<file path="config.mk">
export PLATFORM = sky130hd
export DESIGN_NAME = gpio_conv_ctrl
export DESIGN_NICKNAME = d
export VERILOG_FILES = /design/src/rtl/gpio_conv_ctrl.sv
export SDC_FILE = /design/constraint.sdc
export NUM_CORES = 1
export LEC_CHECK = 0
export BUFFER_PORTS_ARGS = -buffer_cell sky130_fd_sc_hd__buf_2
export CORE_UTILIZATION = 52
export CTS_CLUSTER_DIAMETER = 150
export DETAILED_ROUTE_END_ITERATION = 8
export PLACE_DENSITY = 0.88
export SYNTH_ARGS = -nofsm -noshare
export SYNTH_HDL_FRONTEND = slang
export SYNTH_SLANG_ARGS = --single-unit
</file>
<file path="constraint.sdc">
create_clock -name CLK100MHZ -period 2.6 [get_ports CLK100MHZ]
set_input_delay 0.13 -clock CLK100MHZ [delete_from_list [all_inputs] [get_ports CLK100MHZ]]
set_output_delay 0.13 -clock CLK100MHZ [all_outputs]
set_load 0.005 [all_outputs]
</file>
<file path="src/rtl/gpio_conv_ctrl.sv">
// Host-GPIO command decoder for a 3x3 convolution engine: kernel/length setup, image line
// loading, start/done handshake and result readback. Define GPIO_SYNC_EN to add a 2-flop input synchronizer.
module gpio_conv_ctrl #(
  parameter int GPIO_D = 32,
  parameter int DATA_W = 24,
  parameter int N_MEM  = 4,
  parameter int N_OUT  = 2,
  parameter int ADDR_W = 10,
  parameter int OUT_W  = 13
) (
  input  logic                                     CLK100MHZ,
  input  logic                                     i_rst,
  input  logic [GPIO_D-1:0]                        i_gpio_o,
  output logic [GPIO_D-1:0]                        o_gpio_i,
  output logic [3*DATA_W-1:0]                      o_kernel,
  output logic [ADDR_W-1:0]                        o_img_len,
  output logic [N_MEM-1:0]                         o_mem_we,
  output logic [ADDR_W-1:0]                        o_mem_addr,
  output logic [DATA_W-1:0]                        o_mem_wdata,
  output logic                                     o_start,
  input  logic                                     i_done,
  output logic [((N_OUT > 1) ? $clog2(N_OUT) : 1)-1:0] o_rd_sel,
  output logic [ADDR_W-1:0]                        o_rd_addr,
  input  logic [OUT_W-1:0]                         i_rd_data,
  output logic                                     o_led
);

  localparam int SEL_W  = $clog2(N_MEM + 1);
  localparam int RSEL_W = (N_OUT > 1) ? $clog2(N_OUT) : 1;

  localparam logic [2:0] C_KERN = 3'b000;
  localparam logic [2:0] C_LEN  = 3'b001;
  localparam logic [2:0] C_WR   = 3'b010;
  localparam logic [2:0] C_READ = 3'b011;
  localparam logic [2:0] C_LAST = 3'b100;

  typedef enum logic [1:0] {IDLE = 2'b00, LOAD = 2'b01, RUN = 2'b10, READ = 2'b11} state_t;

  logic [GPIO_D-1:0] gpio_s;

`ifdef GPIO_SYNC_EN
  logic [GPIO_D-1:0] sync1_q, sync2_q;

  always_ff @(posedge CLK100MHZ) begin
    if (i_rst) begin
      sync1_q <= '0;
      sync2_q <= '0;
    end else begin
      sync1_q <= i_gpio_o;
      sync2_q <= sync1_q;
    end
  end

  assign gpio_s = sync2_q;
`else
  assign gpio_s = i_gpio_o;
`endif

  // ctrl and data share the valid register so each edge sees the fields that arrived with it
  logic              vld_q, vld_prev_q;
  logic [2:0]        ctrl_q;
  logic [DATA_W-1:0] data_q;
  logic              unused_gpio_bits;

  assign unused_gpio_bits = ^{gpio_s[0], gpio_s[GPIO_D-5:DATA_W+1]};

  always_ff @(posedge CLK100MHZ) begin
    if (i_rst) begin
      vld_q      <= 1'b0;
      vld_prev_q <= 1'b0;
      ctrl_q     <= '0;
      data_q     <= '0;
    end else begin
      vld_q      <= gpio_s[GPIO_D-4];
      vld_prev_q <= vld_q;
      ctrl_q     <= gpio_s[GPIO_D-1 -: 3];
      data_q     <= gpio_s[DATA_W:1];
    end
  end

  state_t            state_q;
  logic [DATA_W-1:0] kern_q [3];
  logic [1:0]        krow_q;
  logic [ADDR_W-1:0] img_len_q, addr_q, mem_addr_q, rd_addr_q;
  logic [SEL_W-1:0]  sel_q;
  logic [RSEL_W-1:0] rd_sel_q;
  logic [N_MEM-1:0]  we_q;
  logic [DATA_W-1:0] wdata_q;
  logic [OUT_W-1:0]  result_q;
  logic              start_pend_q, start_q, done_q, ovf_q;

  logic edge_w, wr_req, mem_full, addr_wrap;

  assign edge_w    = vld_q & ~vld_prev_q;
  assign wr_req    = edge_w && (((state_q == IDLE) && (ctrl_q == C_WR)) ||
                                ((state_q == LOAD) && ((ctrl_q == C_WR) || (ctrl_q == C_LAST))));
  assign mem_full  = (sel_q == SEL_W'(N_MEM));
  assign addr_wrap = (addr_q == img_len_q);

  always_ff @(posedge CLK100MHZ) begin
    if (i_rst) begin
      state_q      <= IDLE;
      for (int r = 0; r < 3; r++) kern_q[r] <= '0;
      krow_q       <= '0;
      img_len_q    <= '0;
      addr_q       <= '0;
      sel_q        <= '0;
      mem_addr_q   <= '0;
      wdata_q      <= '0;
      we_q         <= '0;
      rd_addr_q    <= '0;
      rd_sel_q     <= '0;
      result_q     <= '0;
      start_pend_q <= 1'b0;
      start_q      <= 1'b0;
      done_q       <= 1'b0;
      ovf_q        <= 1'b0;
    end else begin
      we_q         <= '0;
      start_q      <= start_pend_q;
      start_pend_q <= 1'b0;
      result_q     <= i_rd_data;

      // The final word of a load sits at img_len before the counters wrap
      if (wr_req) begin
        if (mem_full) begin
          ovf_q <= 1'b1;
        end else begin
          we_q       <= N_MEM'(1) << sel_q;
          mem_addr_q <= addr_q;
          wdata_q    <= data_q;
          if (addr_wrap) begin
            addr_q <= '0;
            sel_q  <= sel_q + SEL_W'(1);
          end else begin
            addr_q <= addr_q + ADDR_W'(1);
          end
        end
      end

      case (state_q)
        IDLE: begin
          if (ctrl_q == C_LEN) img_len_q <= data_q[ADDR_W-1:0];
          if (edge_w) begin
            case (ctrl_q)
              C_KERN: begin
                kern_q[krow_q] <= data_q;
                krow_q         <= (krow_q == 2'd2) ? 2'd0 : krow_q + 2'd1;
              end
              C_WR:   state_q <= LOAD;
              C_READ: begin
                if (done_q) begin
                  state_q   <= READ;
                  rd_sel_q  <= '0;
                  rd_addr_q <= '0;
                end
              end
              default: ;
            endcase
          end
        end
        LOAD: begin
          if (edge_w && (ctrl_q == C_LAST)) begin
            addr_q       <= '0;
            sel_q        <= '0;
            start_pend_q <= 1'b1;
            state_q      <= RUN;
          end
        end
        RUN: begin
          // A done level still high from the previous job must not end this one
          if (i_done && !start_pend_q && !start_q) begin
            done_q  <= 1'b1;
            state_q <= IDLE;
          end
        end
        READ: begin
          if (edge_w) begin
            if (rd_addr_q == img_len_q - ADDR_W'(2)) begin
              rd_addr_q <= '0;
              if (rd_sel_q == RSEL_W'(N_OUT - 1)) begin
                rd_sel_q <= '0;
                done_q   <= 1'b0;
                state_q  <= IDLE;
              end else begin
                rd_sel_q <= rd_sel_q + RSEL_W'(1);
              end
            end else begin
              rd_addr_q <= rd_addr_q + ADDR_W'(1);
            end
          end
        end
        default: state_q <= IDLE;
      endcase
    end
  end

  always_comb begin
    o_gpio_i                 = '0;
    o_gpio_i[GPIO_D-1]       = done_q;
    o_gpio_i[GPIO_D-2]       = ovf_q;
    o_gpio_i[GPIO_D-3 -: 2]  = state_q;
    o_gpio_i[OUT_W-1:0]      = result_q;
  end

  assign o_kernel    = {kern_q[2], kern_q[1], kern_q[0]};
  assign o_img_len   = img_len_q;
  assign o_mem_we    = we_q;
  assign o_mem_addr  = mem_addr_q;
  assign o_mem_wdata = wdata_q;
  assign o_start     = start_q;
  assign o_rd_sel    = rd_sel_q;
  assign o_rd_addr   = rd_addr_q;
  assign o_led       = done_q;

endmodule

</file>
==> Word level (Yosys, flattened, before mapping) <==
Memories as Yosys holds them, arrays and structs flattened.
Index checks and enable logic that the tools add are counted.
W data, S select, Z words.
{ "totals": {"inputBits": 48, "n_memories": 1, "wordCells": 127, "ff_bits": 122, "out_inout_bits": 165, "ram_bits": 72} }
{ "op_classes": {"n_reduce_logical": 25, "eq_ne": 21, "shifts": 1, "addsub": 6, "mux": 49, "bitwise_logic": 5} }
{ "memory_table": {"columns": ["name", "depth", "width", "read_ports", "rd_clocked_by_memory_dff", "write_ports", "line_no", "source"], "rows": [
  ["kern_q", 3, 24, 3, 0, 3, "82", "logic [DATA_W-1:0] kern_q [3];"]
]} }
{ "op_table": {"columns": ["operator", "n"], "rows": [
  ["$mux W10", 10],
  ["$mux W24", 1],
  ["$reduce_or A24 Y1", 1],
  ["$add A10 B1 Y10 const B", 2],
  ["$eq A10 B10 Y1", 2],
  ["$pmux W10 S2", 1],
  ["$mux W1", 19],
  ["$mux W2", 9],
  ["$mux W3", 5],
  ["$ne A2 B2 Y1 const B", 6],
  ["$reduce_and A5 Y1", 2],
  ["$sub A10 B2 Y10 const B", 1],
  ["$pmux W2 S4", 1],
  ["$reduce_and A8 Y1", 1],
  ["$eq A2 B2 Y1 const B", 3],
  ["$eq A3 B2 Y1 const B", 2],
  ["$eq A3 B3 Y1 const B", 2],
  ["$logic_and A1 B1 Y1", 6],
  ["$reduce_and A2 Y1", 3],
  ["$reduce_and A6 Y1", 1],
  ["$ne A2 B1 Y1 const B", 2],
  ["$not A1 Y1", 4],
  ["$pmux W1 S2", 2],
  ["$pmux W2 S2", 1],
  ["other kinds (17)", 20]
]} }

==> Longest topological paths before layout <==
{ "depth": {"word_depth": 8, "ltp_mapped": 11, "depth_no_buf": 8} }

==> Worst setup path after synthesis <==
OpenSTA, ideal clock, no wires.
{ "synth_timing": {"path_type": "register to register", "from": "reg img_len_q[2] (netlist: o_img_len[2])", "to": "reg rd_sel_q (netlist: o_rd_sel)", "slack_ps": 285, "n_path_buf": 2, "setup_time_ps": 63, "arrival_ps": 2252, "t_required_ps": 2537, "path_stages_with_launch": 11, "cell_sequence": "dfxtp_1 > buf_2 > inv_1 > ha_1 > buf_2 > or3b_2 > o22ai_1 > o2111a_2 > o2111ai_4 > or4_1 > nand3_1"} }
{ "synth_between": {"elab_chain_len": 4} }
{ "synth_rtl": {"columns": ["element", "line_no", "source"], "rows": [
  ["start: declaration", "84", "logic [ADDR_W-1:0] img_len_q, addr_q, mem_addr_q, rd_addr_q;"],
  ["start signal: assignment", "143", "if (ctrl_q == C_LEN) img_len_q <= data_q[ADDR_W-1:0];"],
  ["$sub A10 B2 Y10", "179", "if (rd_addr_q == img_len_q - ADDR_W'(2)) begin"],
  ["$eq A10 B10 Y1", "179", null],
  ["$ne A2 B2 Y1 (no source line)", null, null],
  ["$reduce_and A6 Y1 (no source line)", null, null],
  ["end signal: assignment", "186", "rd_sel_q <= rd_sel_q + RSEL_W'(1);"],
  ["end: declaration", "86", "logic [RSEL_W-1:0] rd_sel_q;"]
]} }
Every way passes these cells.
A chain may end at the register's enable or synchronous reset.

==> Worst setup path in the final report <==
{ "layout_timing": {"from": "reg img_len_q[1] (netlist: o_img_len[1])", "to": "reg rd_sel_q (netlist: o_rd_sel)"} }
Same word-level chain as after synthesis.

==> impl_metrics.env <==
export IMPL_status="complete, no violations"
export IMPL_yosysTopAreaCell="dfxtp_1"
export IMPL_setup_viol=0
export IMPL_drv_cap=0
export IMPL_avgSynthCellArea_um2=10.6
export IMPL_instances_no_fill=1144
export IMPL_io_pins=213
export IMPL_post_drt_wl_per_cell_um=16.3
export IMPL_cts_tree="done"
export IMPL_whs_ns=0.183
export IMPL_power_density_nw_per_um2=635
export IMPL_slowest_delay_ns=0.52
export IMPL_utilization=0.696
export IMPL_start_util=0.542
export IMPL_ctsLongestPathBuffers=2
export IMPL_dr_wl_met3_mm=1.20
export IMPL_die_w_um=123
export IMPL_rsz0062_at_grt="no"
export IMPL_place_inst=1071
export IMPL_clock_root_buffer="clkbuf_16"
export IMPL_grt_pass1_wl_mm=28.8
export IMPL_period_share=0.911
export IMPL_ys_seq_elements=194
export IMPL_fin_crit_ns=2.37
export IMPL_numCtsBuffers=17
export IMPL_die_h_um=123
export IMPL_post_cts_buffers=0
export IMPL_gr_total_overflow=0
export IMPL_crit_path_start_kind="register"
export IMPL_yosysMostFrequentCell="dfxtp_1"
export IMPL_syn_area_um2=7640
export IMPL_setup_tns_ns=0
export IMPL_hold_viol=0
export IMPL_tightest_slew_ns=0.641
export IMPL_slew_violations=0
export IMPL_dr_wl_met2_mm=9.29
export IMPL_critPathCaptureType="register"
export IMPL_finClkSkew_ns=0.00587
export IMPL_dp_final_hpwl_mm=12.4
export IMPL_final_antenna_net_count=0
export IMPL_clk_latency_ns=0.43
export IMPL_top_layer="met4"
export IMPL_gp_congestion=0.869
export IMPL_antenna_found_initial=0
export IMPL_synth_warning_count=0
export IMPL_grt_util_all_layers=0.253
export IMPL_fmax_mhz=422
export IMPL_clk_pin_slew_ns=0.07
export IMPL_rows=43
export IMPL_drive_above_1_share=0.276
export IMPL_synth_commonest_cells="122 x dfxtp_1, 99 x nand2_1, 75 x and2_1"
export IMPL_core_um2=14100
export IMPL_max_slew_margin=0.573
export IMPL_crit_chain="inv_1 -> ha_1 -> or3b_2 -> o22ai_1 -> o2111a_2 -> o2111ai_4 -> or4_1 -> nand3_1"
export IMPL_grt_start_max_net_pins=55
export IMPL_drt_pass1_iterations=4
export IMPL_detail_route_vias_per_cell=5.23
export IMPL_synthTopCellsByArea="dfxtp_1 32%, edfxtp_1 28%, and2_1 6.1%, nand2_1 4.9%, nor2b_1 3.8%"
export IMPL_synth_cell_types=56
export IMPL_first_global_vias=5799
export IMPL_cp_arrival_ns=2.74
export IMPL_cp_required_ns=2.97
export IMPL_cp_slowest_cell="or4_1"
export IMPL_port_buffers=193
export IMPL_ctsResizeCount=0
export IMPL_syn_inst=719
export IMPL_synth_edf_count=72
export IMPL_cts_max_level=4
export IMPL_met1Wirelength_mm=7.53
export IMPL_drc_errors=0
export IMPL_area_delta_synth_final_pct=28.3
export IMPL_drt_iter0_drc=515
export IMPL_worst_setup_path_type="register to register"
export IMPL_vdd_ir_drop_max_mv=0.410
export IMPL_drt_wl_total_mm=18.7
export IMPL_worstHoldPathType="input port to register"
export IMPL_ys_flop_type="dfxtp_1"
export IMPL_synthArstFlopShare=0
export IMPL_nets=1004
export IMPL_die_area_um2=15200
export IMPL_power_leakage_nw=4.14
export IMPL_synth_top_area_share=0.320
export IMPL_antenna_cells=0
export IMPL_holdBufCountCts=41
export IMPL_vias=5986
export IMPL_yosysSeqAreaShare=0.603
export IMPL_clkSinkCount=194
export IMPL_cp_max_fo=10
cells in the final DEF (no fill, tap or decap), types with 23 or more instances in the layout:
master         instances
nor2b_1               46
nand2_1               99
buf_2                192
a21oi_1               57
nor2_1                27
buf_4                 23
edfxtp_1              72
dlygate4sd3_1         41
and2_1                75
dfxtp_1              122
stage by stage:
stage / instance area, um^2 / worst slack (ns) / total power, mW
6_report: 9800 / 0.231 / 6.23
4_1_cts: 9800 / 0.234 / 6.25
2_1_floorplan: 7690 / 0.285 / 3.52
3_3_place_gp: 8810 / 0.271 / 3.66
3_5_place_dp: 8810 / 0.251 / 3.68
5_1_grt: 9800 / 0.0894 / 6.43
metal layers:
| metal | up-vias | GRT usage |
|---|---|---|
| met4 | 0 | 0.126 |
| met1 | 2795 | 0.298 |
| met5 | - | 0 |
| li1 | 2874 | - |
| met3 | 48 | 0.0498 |
| met2 | 269 | 0.439 |
where the power goes:
group / internal [mW] / leakage [nW] / switching, mW
sequential: 3.23 / 1.74 / 0.0576
combinational: 0.180 / 2.13 / 0.190
clock: 1.42 / 0.277 / 1.15
layout make-up:
class                      count  area (um^2)
tap                          180          225
timing repair buffer         257         1560
sequential                   194         4600
fill                        1013         4290
clock buffer                  20          468
inverter                       8         30.0
multi-input combinational    473         2800
clock inverter                12          118
flip-flops by register name (all words and copies together), names as in the netlist:
signal,flops
kern_q,72
data_q,24
o_mem_wdata,24
result_q,13
addr_q,10
o_img_len,10
o_mem_addr,10
o_rd_addr,10
o_mem_we,4
ctrl_q,3
sel_q,3
krow_q,2
state_q,2
o_led,1
o_rd_sel,1
o_start,1
ovf_q,1
start_pend_q,1
vld_prev_q,1
vld_q,1
worst paths after layout:
kind                                    start       endpoint  slack (ns)  cells after the start
worst max-delay path             o_img_len[1]       o_rd_sel        0.23                      8
worst min-delay path                   i_done          o_led        0.18                      4
worst max register to register   o_img_len[1]       o_rd_sel        0.23                      8
worst min register to register  o_mem_addr[4]  o_mem_addr[4]        0.45                      2
worst max-delay path, delay by kind of cell, from the launching register on:
kind	cells	cell delay [ns]
AO/OA/AOI/OAI	3	0.56
flip-flops	1	0.31
buffers and inverters	1	0.05
adder cells (fa/ha/maj)	1	0.33
AND/OR/NAND/NOR	3	1.06
logic make-up (layout without fill, tap and decap cells):
group | after synthesis | in the layout | share of synthesized area
AOI/OAI and AO/OA | 91 | 91 | 0.0752
adders and majority gates | 5 | 5 | 0.00819
DFF | 194 | 194 | 0.603
other | 1 | 15 | 0.000491
buffers and inverters | 66 | 297 | 0.0431
and+or+nand+nor | 329 | 329 | 0.232
xor gates and xnor gates | 31 | 31 | 0.0355
muxes | 2 | 2 | 0.00262
Power figures use the tool's default switching activity.
